<file path="src/rtl/map_query_arbiter_if.sv">
// Bundle between the wall-query movers/renderer (master) and the map query arbiter (slave).
// It also carries the two combinational map ROM ports.
interface map_query_arbiter_if #(parameter int N_REQ = 5);
    logic [N_REQ-1:0]   req;
    logic [5*N_REQ-1:0] req_x;
    logic [5*N_REQ-1:0] req_y;
    logic [N_REQ-1:0]   ack;
    logic [N_REQ-1:0]   wall;
    logic               render_en;
    logic [4:0]         render_row;
    logic [31:0]        render_data;
    logic               render_valid;
    logic [4:0]         map_addr_a;
    logic [4:0]         map_addr_b;
    logic [31:0]        map_row_a;
    logic [31:0]        map_row_b;

    modport master (
        output req, req_x, req_y, render_en, render_row, map_row_a, map_row_b,
        input  ack, wall, render_data, render_valid, map_addr_a, map_addr_b
    );

    modport slave (
        input  req, req_x, req_y, render_en, render_row, map_row_a, map_row_b,
        output ack, wall, render_data, render_valid, map_addr_a, map_addr_b
    );
endinterface

</file>
<file path="src/rtl/map_query_arbiter.sv">
// Round-robin sharing of the two map ROM read ports among N_REQ wall queries.
// Port A goes to the renderer while render_en is high.
module map_query_lane (
    input  logic        clk,
    input  logic        reset,
    input  logic        gnt_a,
    input  logic        gnt_b,
    input  logic [4:0]  x,
    input  logic [31:0] row_a,
    input  logic [31:0] row_b,
    output logic        grant_q,
    output logic        wall
);
    // Column 0 sits in the MSB, so the bit index is 31 - x, which is ~x.
    logic [4:0] col;
    assign col = ~x;

    always_ff @(posedge clk) begin
        if (reset) begin
            grant_q <= 1'b0;
            wall    <= 1'b0;
        end else begin
            grant_q <= gnt_a | gnt_b;
            if (gnt_a)      wall <= row_a[col];
            else if (gnt_b) wall <= row_b[col];
        end
    end
endmodule

module map_query_arbiter #(
    parameter int N_REQ = 5
) (
    input  logic               clk,
    input  logic               reset,
    map_query_arbiter_if.slave bus
);
    localparam int PW = 3;

    logic [PW-1:0]          rr_ptr;
    logic [N_REQ-1:0]       grant_q;
    logic [N_REQ-1:0]       wall_q;
    logic [N_REQ-1:0]       eligible;
    logic [N_REQ-1:0]       gnt_a;
    logic [N_REQ-1:0]       gnt_b;
    logic                   hit_a;
    logic                   hit_b;
    logic [PW-1:0]          idx_a;
    logic [PW-1:0]          idx_b;
    logic [PW:0]            cand;
    logic [PW:0]            nxt_ptr;
    logic [N_REQ-1:0][4:0]  req_x_v;
    logic [N_REQ-1:0][4:0]  req_y_v;
    logic [31:0]            row_a;
    logic [31:0]            row_b;

    assign req_x_v = bus.req_x;
    assign req_y_v = bus.req_y;
    assign row_a   = bus.map_row_a;
    assign row_b   = bus.map_row_b;

    // A requester in its ack cycle is masked so it cannot be granted twice.
    assign eligible = bus.req & ~grant_q;

    always_comb begin
        hit_a = 1'b0;
        hit_b = 1'b0;
        idx_a = '0;
        idx_b = '0;
        cand  = '0;
        if (!reset) begin
            for (int k = 0; k < N_REQ; k++) begin
                cand = {1'b0, rr_ptr} + (PW+1)'(k);
                if (cand >= (PW+1)'(N_REQ)) cand = cand - (PW+1)'(N_REQ);
                if (eligible[cand[PW-1:0]]) begin
                    if (!bus.render_en && !hit_a) begin
                        hit_a = 1'b1;
                        idx_a = cand[PW-1:0];
                    end else if (!hit_b) begin
                        hit_b = 1'b1;
                        idx_b = cand[PW-1:0];
                    end
                end
            end
        end
    end

    always_comb begin
        gnt_a = '0;
        gnt_b = '0;
        if (hit_a) gnt_a[idx_a] = 1'b1;
        if (hit_b) gnt_b[idx_b] = 1'b1;
    end

    // Port B always holds the later hit in scan order, so it is the last grant.
    always_comb begin
        nxt_ptr = {1'b0, (hit_b ? idx_b : idx_a)} + 1'b1;
        if (nxt_ptr >= (PW+1)'(N_REQ)) nxt_ptr = '0;
    end

    always_comb begin
        bus.map_addr_a = '0;
        bus.map_addr_b = '0;
        if (!reset) begin
            if (bus.render_en) bus.map_addr_a = bus.render_row;
            else if (hit_a)    bus.map_addr_a = req_y_v[idx_a];
            if (hit_b)         bus.map_addr_b = req_y_v[idx_b];
        end
    end

    map_query_lane u_lane [N_REQ-1:0] (
        .clk     (clk),
        .reset   (reset),
        .gnt_a   (gnt_a),
        .gnt_b   (gnt_b),
        .x       (req_x_v),
        .row_a   (row_a),
        .row_b   (row_b),
        .grant_q (grant_q),
        .wall    (wall_q)
    );

    always_ff @(posedge clk) begin
        if (reset) begin
            rr_ptr           <= '0;
            bus.render_data  <= '0;
            bus.render_valid <= 1'b0;
        end else begin
            if (hit_a || hit_b) rr_ptr <= nxt_ptr[PW-1:0];
            if (bus.render_en) bus.render_data <= row_a;
            bus.render_valid <= bus.render_en;
        end
    end

    assign bus.ack  = grant_q;
    assign bus.wall = wall_q;
endmodule

</file>
<file path="src/flat_wrapper.sv">
// flat-port wrapper written by rule: the top's interface ports become plain ports
module map_query_arbiter_flat 
#(
    parameter int N_REQ = 5
)
  (clk, reset, bus_req, bus_req_x, bus_req_y, bus_render_en, bus_render_row, bus_map_row_a, bus_map_row_b, bus_ack, bus_wall, bus_render_data, bus_render_valid, bus_map_addr_a, bus_map_addr_b);
  map_query_arbiter_if #(.N_REQ(N_REQ)) bus_i ();
  input  logic clk;
  input  logic reset;
  input wire logic [$bits(bus_i.req)-1:0] bus_req;
  input wire logic [$bits(bus_i.req_x)-1:0] bus_req_x;
  input wire logic [$bits(bus_i.req_y)-1:0] bus_req_y;
  input wire logic [$bits(bus_i.render_en)-1:0] bus_render_en;
  input wire logic [$bits(bus_i.render_row)-1:0] bus_render_row;
  input wire logic [$bits(bus_i.map_row_a)-1:0] bus_map_row_a;
  input wire logic [$bits(bus_i.map_row_b)-1:0] bus_map_row_b;
  output wire logic [$bits(bus_i.ack)-1:0] bus_ack;
  output wire logic [$bits(bus_i.wall)-1:0] bus_wall;
  output wire logic [$bits(bus_i.render_data)-1:0] bus_render_data;
  output wire logic [$bits(bus_i.render_valid)-1:0] bus_render_valid;
  output wire logic [$bits(bus_i.map_addr_a)-1:0] bus_map_addr_a;
  output wire logic [$bits(bus_i.map_addr_b)-1:0] bus_map_addr_b;
  assign bus_i.req = bus_req;
  assign bus_i.req_x = bus_req_x;
  assign bus_i.req_y = bus_req_y;
  assign bus_i.render_en = bus_render_en;
  assign bus_i.render_row = bus_render_row;
  assign bus_i.map_row_a = bus_map_row_a;
  assign bus_i.map_row_b = bus_map_row_b;
  assign bus_ack = bus_i.ack;
  assign bus_wall = bus_i.wall;
  assign bus_render_data = bus_i.render_data;
  assign bus_render_valid = bus_i.render_valid;
  assign bus_map_addr_a = bus_i.map_addr_a;
  assign bus_map_addr_b = bus_i.map_addr_b;
  map_query_arbiter #(.N_REQ(N_REQ)) u_core (.clk(clk), .reset(reset), .bus(bus_i));
endmodule
</file>
<file path="config.mk">
export PLATFORM = sky130hd
export DESIGN_NAME = map_query_arbiter_flat
export DESIGN_NICKNAME = d
export VERILOG_FILES = /design/src/rtl/map_query_arbiter_if.sv /design/src/rtl/map_query_arbiter.sv /design/src/flat_wrapper.sv
export SDC_FILE = /design/constraint.sdc
export NUM_CORES = 1
export LEC_CHECK = 0
export CAP_MARGIN = 20
export CORE_MARGIN = 2
export CORE_UTILIZATION = 55
export CTS_BUF_LIST = sky130_fd_sc_hd__clkbuf_2 sky130_fd_sc_hd__clkbuf_4 sky130_fd_sc_hd__clkbuf_8
export CTS_CLUSTER_DIAMETER = 80
export DETAILED_ROUTE_END_ITERATION = 8
export PLACE_DENSITY_LB_ADDON = 0.3
export SLEW_MARGIN = 20
export SYNTH_ARGS = -nofsm -noshare
export SYNTH_HDL_FRONTEND = slang
export SYNTH_HIERARCHICAL = 1
export SYNTH_SLANG_ARGS = --single-unit
</file>
<file path="constraint.sdc">
create_clock -name clk -period 7.5 [get_ports clk]
set_clock_uncertainty 0.2 [all_clocks]
set_input_delay 1.125 -clock clk [delete_from_list [all_inputs] [get_ports clk]]
set_output_delay 1.125 -clock clk [all_outputs]
set_load 0.05 [all_outputs]
</file>
==> impl_results.md <==
- Status: finished clean
- WL final: 23,800 um
- # port buffers: 179
- Largest net degree at the start of global routing: 54
- RSZ-0062 raised after global routing: no
- Leak: 3.39 nW
- Hold-fix buffers, CTS: 0
- Die ar.: 13,200 um2
- Max Cap Viol: 0
- FF-to-FF path depth: 17
- Ant. Diodes: 0
- Placed Area: 8480 um2
- FF-to-FF Start: u_core/rr_ptr[0]$_SDFFE_PP0P_
- Synthesized area per cell: 8.65 um2
- Worst-path clk slew: 0.10 ns
- Syn. warnings: 6
- DR vias: 7,389
- Worst EP required: 6.17 ns
- Final Power: 2.52 mW
- Syn nets: 922
- Mapped cell area: 6780 um2
- Synth cell types: 83
- Setup bufs post-CTS: 0
- Logic gate share of total power: 81.5%
- Fill count: 975
- Share of layout cells above drive strength 1: 9.82%
- Pwr/cell area: 294 nW/um2
- Routed len/inst: 22.1 um
- Clock sink count: 46
- DRC Markers: 0
- Final ANT Viol Nets: 0
- Post-synth EDFFs: 0
- H-tree depth reported by CTS: 2
- Period utilisation layout: 95.8%
- Register area share after synthesis: 13.6%
- Worst Path Max Fanout: 16
- CTS tree: done
- Flop pwr share: 12.3%
- Final hold vios: 0
- Vias in the first global route: 7,131
- Total grt overflow: 0
- Starting Density: 56.4%
- Slew Viols, Final: 0
- Maximum vdd drop: 0.160 mV
- Post-synth ARST share: 0%
- P_sw: 1.40 mW
- Internal power: 1.12 mW
- RR Endpoint: u_core/u_lane[0]/wall$_SDFFE_PP0P_
- Final setup fails: 0
- Sw frac: 55.7%
- Relative slew margins: 22.7%
- Setup Crit Path Kind: reg2out
- Flops & latches, synth: 46
- Clock Latency Late Sink: 0.30 ns
- Clock tree buffer depth: 2
- Detailed Place HPWL: 17,800 um
- Final net count: 1,064
- Critical Path Sink: bus_map_addr_b[3]
- Synth-to-Final Area Change: 26.4%
- Die width: 115 um
- Footprint of the multi-input gates: 5420 um2
- Iteration-0 DRC Markers: 943
- FF/Latch Area: 921 um2
- Crit path launch: u_core/rr_ptr[0]$_SDFFE_PP0P_
- GRT Overall Usage: 35.3%
- Design area: 8570 um2
- DR pass1 iterations: 8
- Worst slew pin tran: 1.16 ns
- I/O pins: 180
- Final min period: 7.18 ns
- Die height: 115 um
- Worst Path Arrival: 5.86 ns
- Hold Crit Class: reg2reg
- Via density per instance: 6.88
- CP Launch Type: flop
- Critical Path End Type: output pin
- First-pass GRT wire length: 37,200 um
- Core footprint: 12,000 um2
- Num CTS Buffers: 5
- Main flop type after synthesis: dfxtp_1
- RD Place Congestion: 1.02
- CTS-repair resized insts: 0
- CTS root buffer: clkbuf_8
- Final core occ: 71.3%
- Hold_sp: u_core/bus.render_data[23]$_SDFFE_PP0P_
- Clk pwr share: 6.2%
- Row Count: 40
- Initial antenna violation count: 1
- Maximum clock rate: 139 MHz
- Post-synthesis instance total: 784
- Setup TNS: 0 ns
- Reg-to-reg slack, setup: 1.95 ns
==> power groups by stage <==
stage               Combinational (mW)  Clock, mW  Sequential, mW
finish                            2.05      0.157           0.308
global route                      2.19      0.168           0.313
CTS                               2.01      0.157           0.307
detailed placement                2.00          0           0.312
global placement                  1.98          0           0.312
floorplan                         1.41          0           0.390
==> layout make-up <==
cell class                      count  area share (%)
Multi-Input combinational cell    658            63.3
Timing Repair Buffer              189            21.7
Sequential cell                    46            10.7
Tap cell                          147            2.15
Inverter                           26            1.14
Clock buffer                        5           0.803
Clock inverter                      3           0.219
==> synth_stat cells (all sizes together), types with 4 or more instances <==
library cell  instances  area share [%]
nor3b                 9             1.0
and2                 11             1.0
a221oi                7             1.4
nor2                 85             4.9
a21o                  5            0.55
clkbuf               16            0.89
o2111ai               7            0.90
and4                  6            0.78
and3                  4            0.37
and2b                 5            0.55
buf                  38             4.1
o32a                  5            0.74
o311ai                5            0.65
ha                   10             1.8
nor3                 13            0.96
nand2b               14             1.3
a21oi                33             2.5
dfxtp                46              14
a32oi                 6            0.78
a31oi                 5            0.46
a32o                  5            0.74
mux4                 42              14
a22oi                21             2.3
o31ai                 4            0.52
nand3                35             2.6
o21ai                12            0.89
nand3b                6            0.66
a211o                12             1.6
a211oi               21             2.6
nand2                50             2.8
inv                  26             1.4
or2                   7            0.65
mux2i               141              21
nor2b                22             2.0
==> layout by cell type (no fill, tap or decap), types with 5 or more instances in the layout <==
master	count
clkdlybuf4s50_1	177
mux2i_1	141
nor2_1	83
nand2_1	50
dfxtp_1	46
mux4_2	42
nand3_1	35
a21oi_1	32
inv_1	23
nor2b_1	22
a22oi_1	21
a211oi_1	19
nand2b_1	14
nor3_1	13
a211o_1	12
and2_1	11
o21ai_0	11
ha_1	10
buf_4	10
nor3b_1	9
o2111ai_1	7
nand3b_1	6
and4_1	6
a32oi_1	6
clkbuf_8	5
a21o_1	5
or2_2	5
a31oi_1	5
o32a_1	5
o311ai_0	5
a32o_1	5
and2b_1	5
a221oi_2	5
==> how the worst min path moves through the flow <==
stage               cells past startpoint                                 endpoint  slack, ns
global placement                        2  u_core/bus.render_data[28]$_SDFFE_PP0P_       0.27
finish                                  2  u_core/bus.render_data[23]$_SDFFE_PP0P_       0.31
floorplan                               3            u_core/rr_ptr[1]$_SDFFE_PP0P_       0.52
CTS                                     2  u_core/bus.render_data[10]$_SDFFE_PP0P_       0.30
global route                            2   u_core/bus.render_data[9]$_SDFFE_PP0P_       0.33
detailed placement                      2  u_core/bus.render_data[10]$_SDFFE_PP0P_       0.28
==> worst max-delay path, stage by stage (launching register included) <==
cell and delay [ns]:
dfxtp_1 0.57, inv_2 0.20, ha_1 0.48, buf_4 0.24, and3b_1 0.20, o21ai_0 0.16
a31o_1 0.27, and3_1 0.56, a21oi_1 0.16, or4_1 0.49, mux2_4 0.29, a311oi_4 0.54
or2_1 0.36, o32a_1 0.22, clkdlybuf4s50_1 0.80
==> registers in the layout, summed over array words and instances (netlist names) <==
signal and flops:
u_core/rr_ptr 3, u_core/bus.render_valid 1, u_core/bus.render_data 32, u_core/u_lane/wall 5, u_core/u_lane/grant_q 5
==> stage by stage <==
step | setup slack, ns | hold WS [ns] | std cells
finish | 0.317 | 0.307 | 1074
global placement | 0.664 | 0.273 | 1066
CTS | 0.426 | 0.303 | 1074
floorplan | 1.86 | 0.517 | 784
global route | 0.106 | 0.329 | 1074
detailed placement | 0.571 | 0.279 | 1066
==> logic make-up (layout without fill, tap and decap cells) <==
| kind of cell | Yosys count | count (layout) | share of synthesized area (%) |
|---|---|---|---|
| simple gates | 276 | 276 | 20.5 |
| buf+inv | 80 | 223 | 6.41 |
| xor+xnor | 4 | 4 | 0.517 |
| mux | 185 | 185 | 35.2 |
| compound gates | 182 | 182 | 21.7 |
| flops | 46 | 46 | 13.6 |
| fa+ha+maj | 11 | 11 | 2.14 |
==> routing by layer <==
layer | share of wire [%] | track usage (%)
met5 | 0.042 | 0
met4 | 3.7 | 13.8
met3 | 8.0 | 5.17
met2 | 49 | 60.5
met1 | 39 | 44.8
No activity file was read; power rests on OpenSTA's default activity.
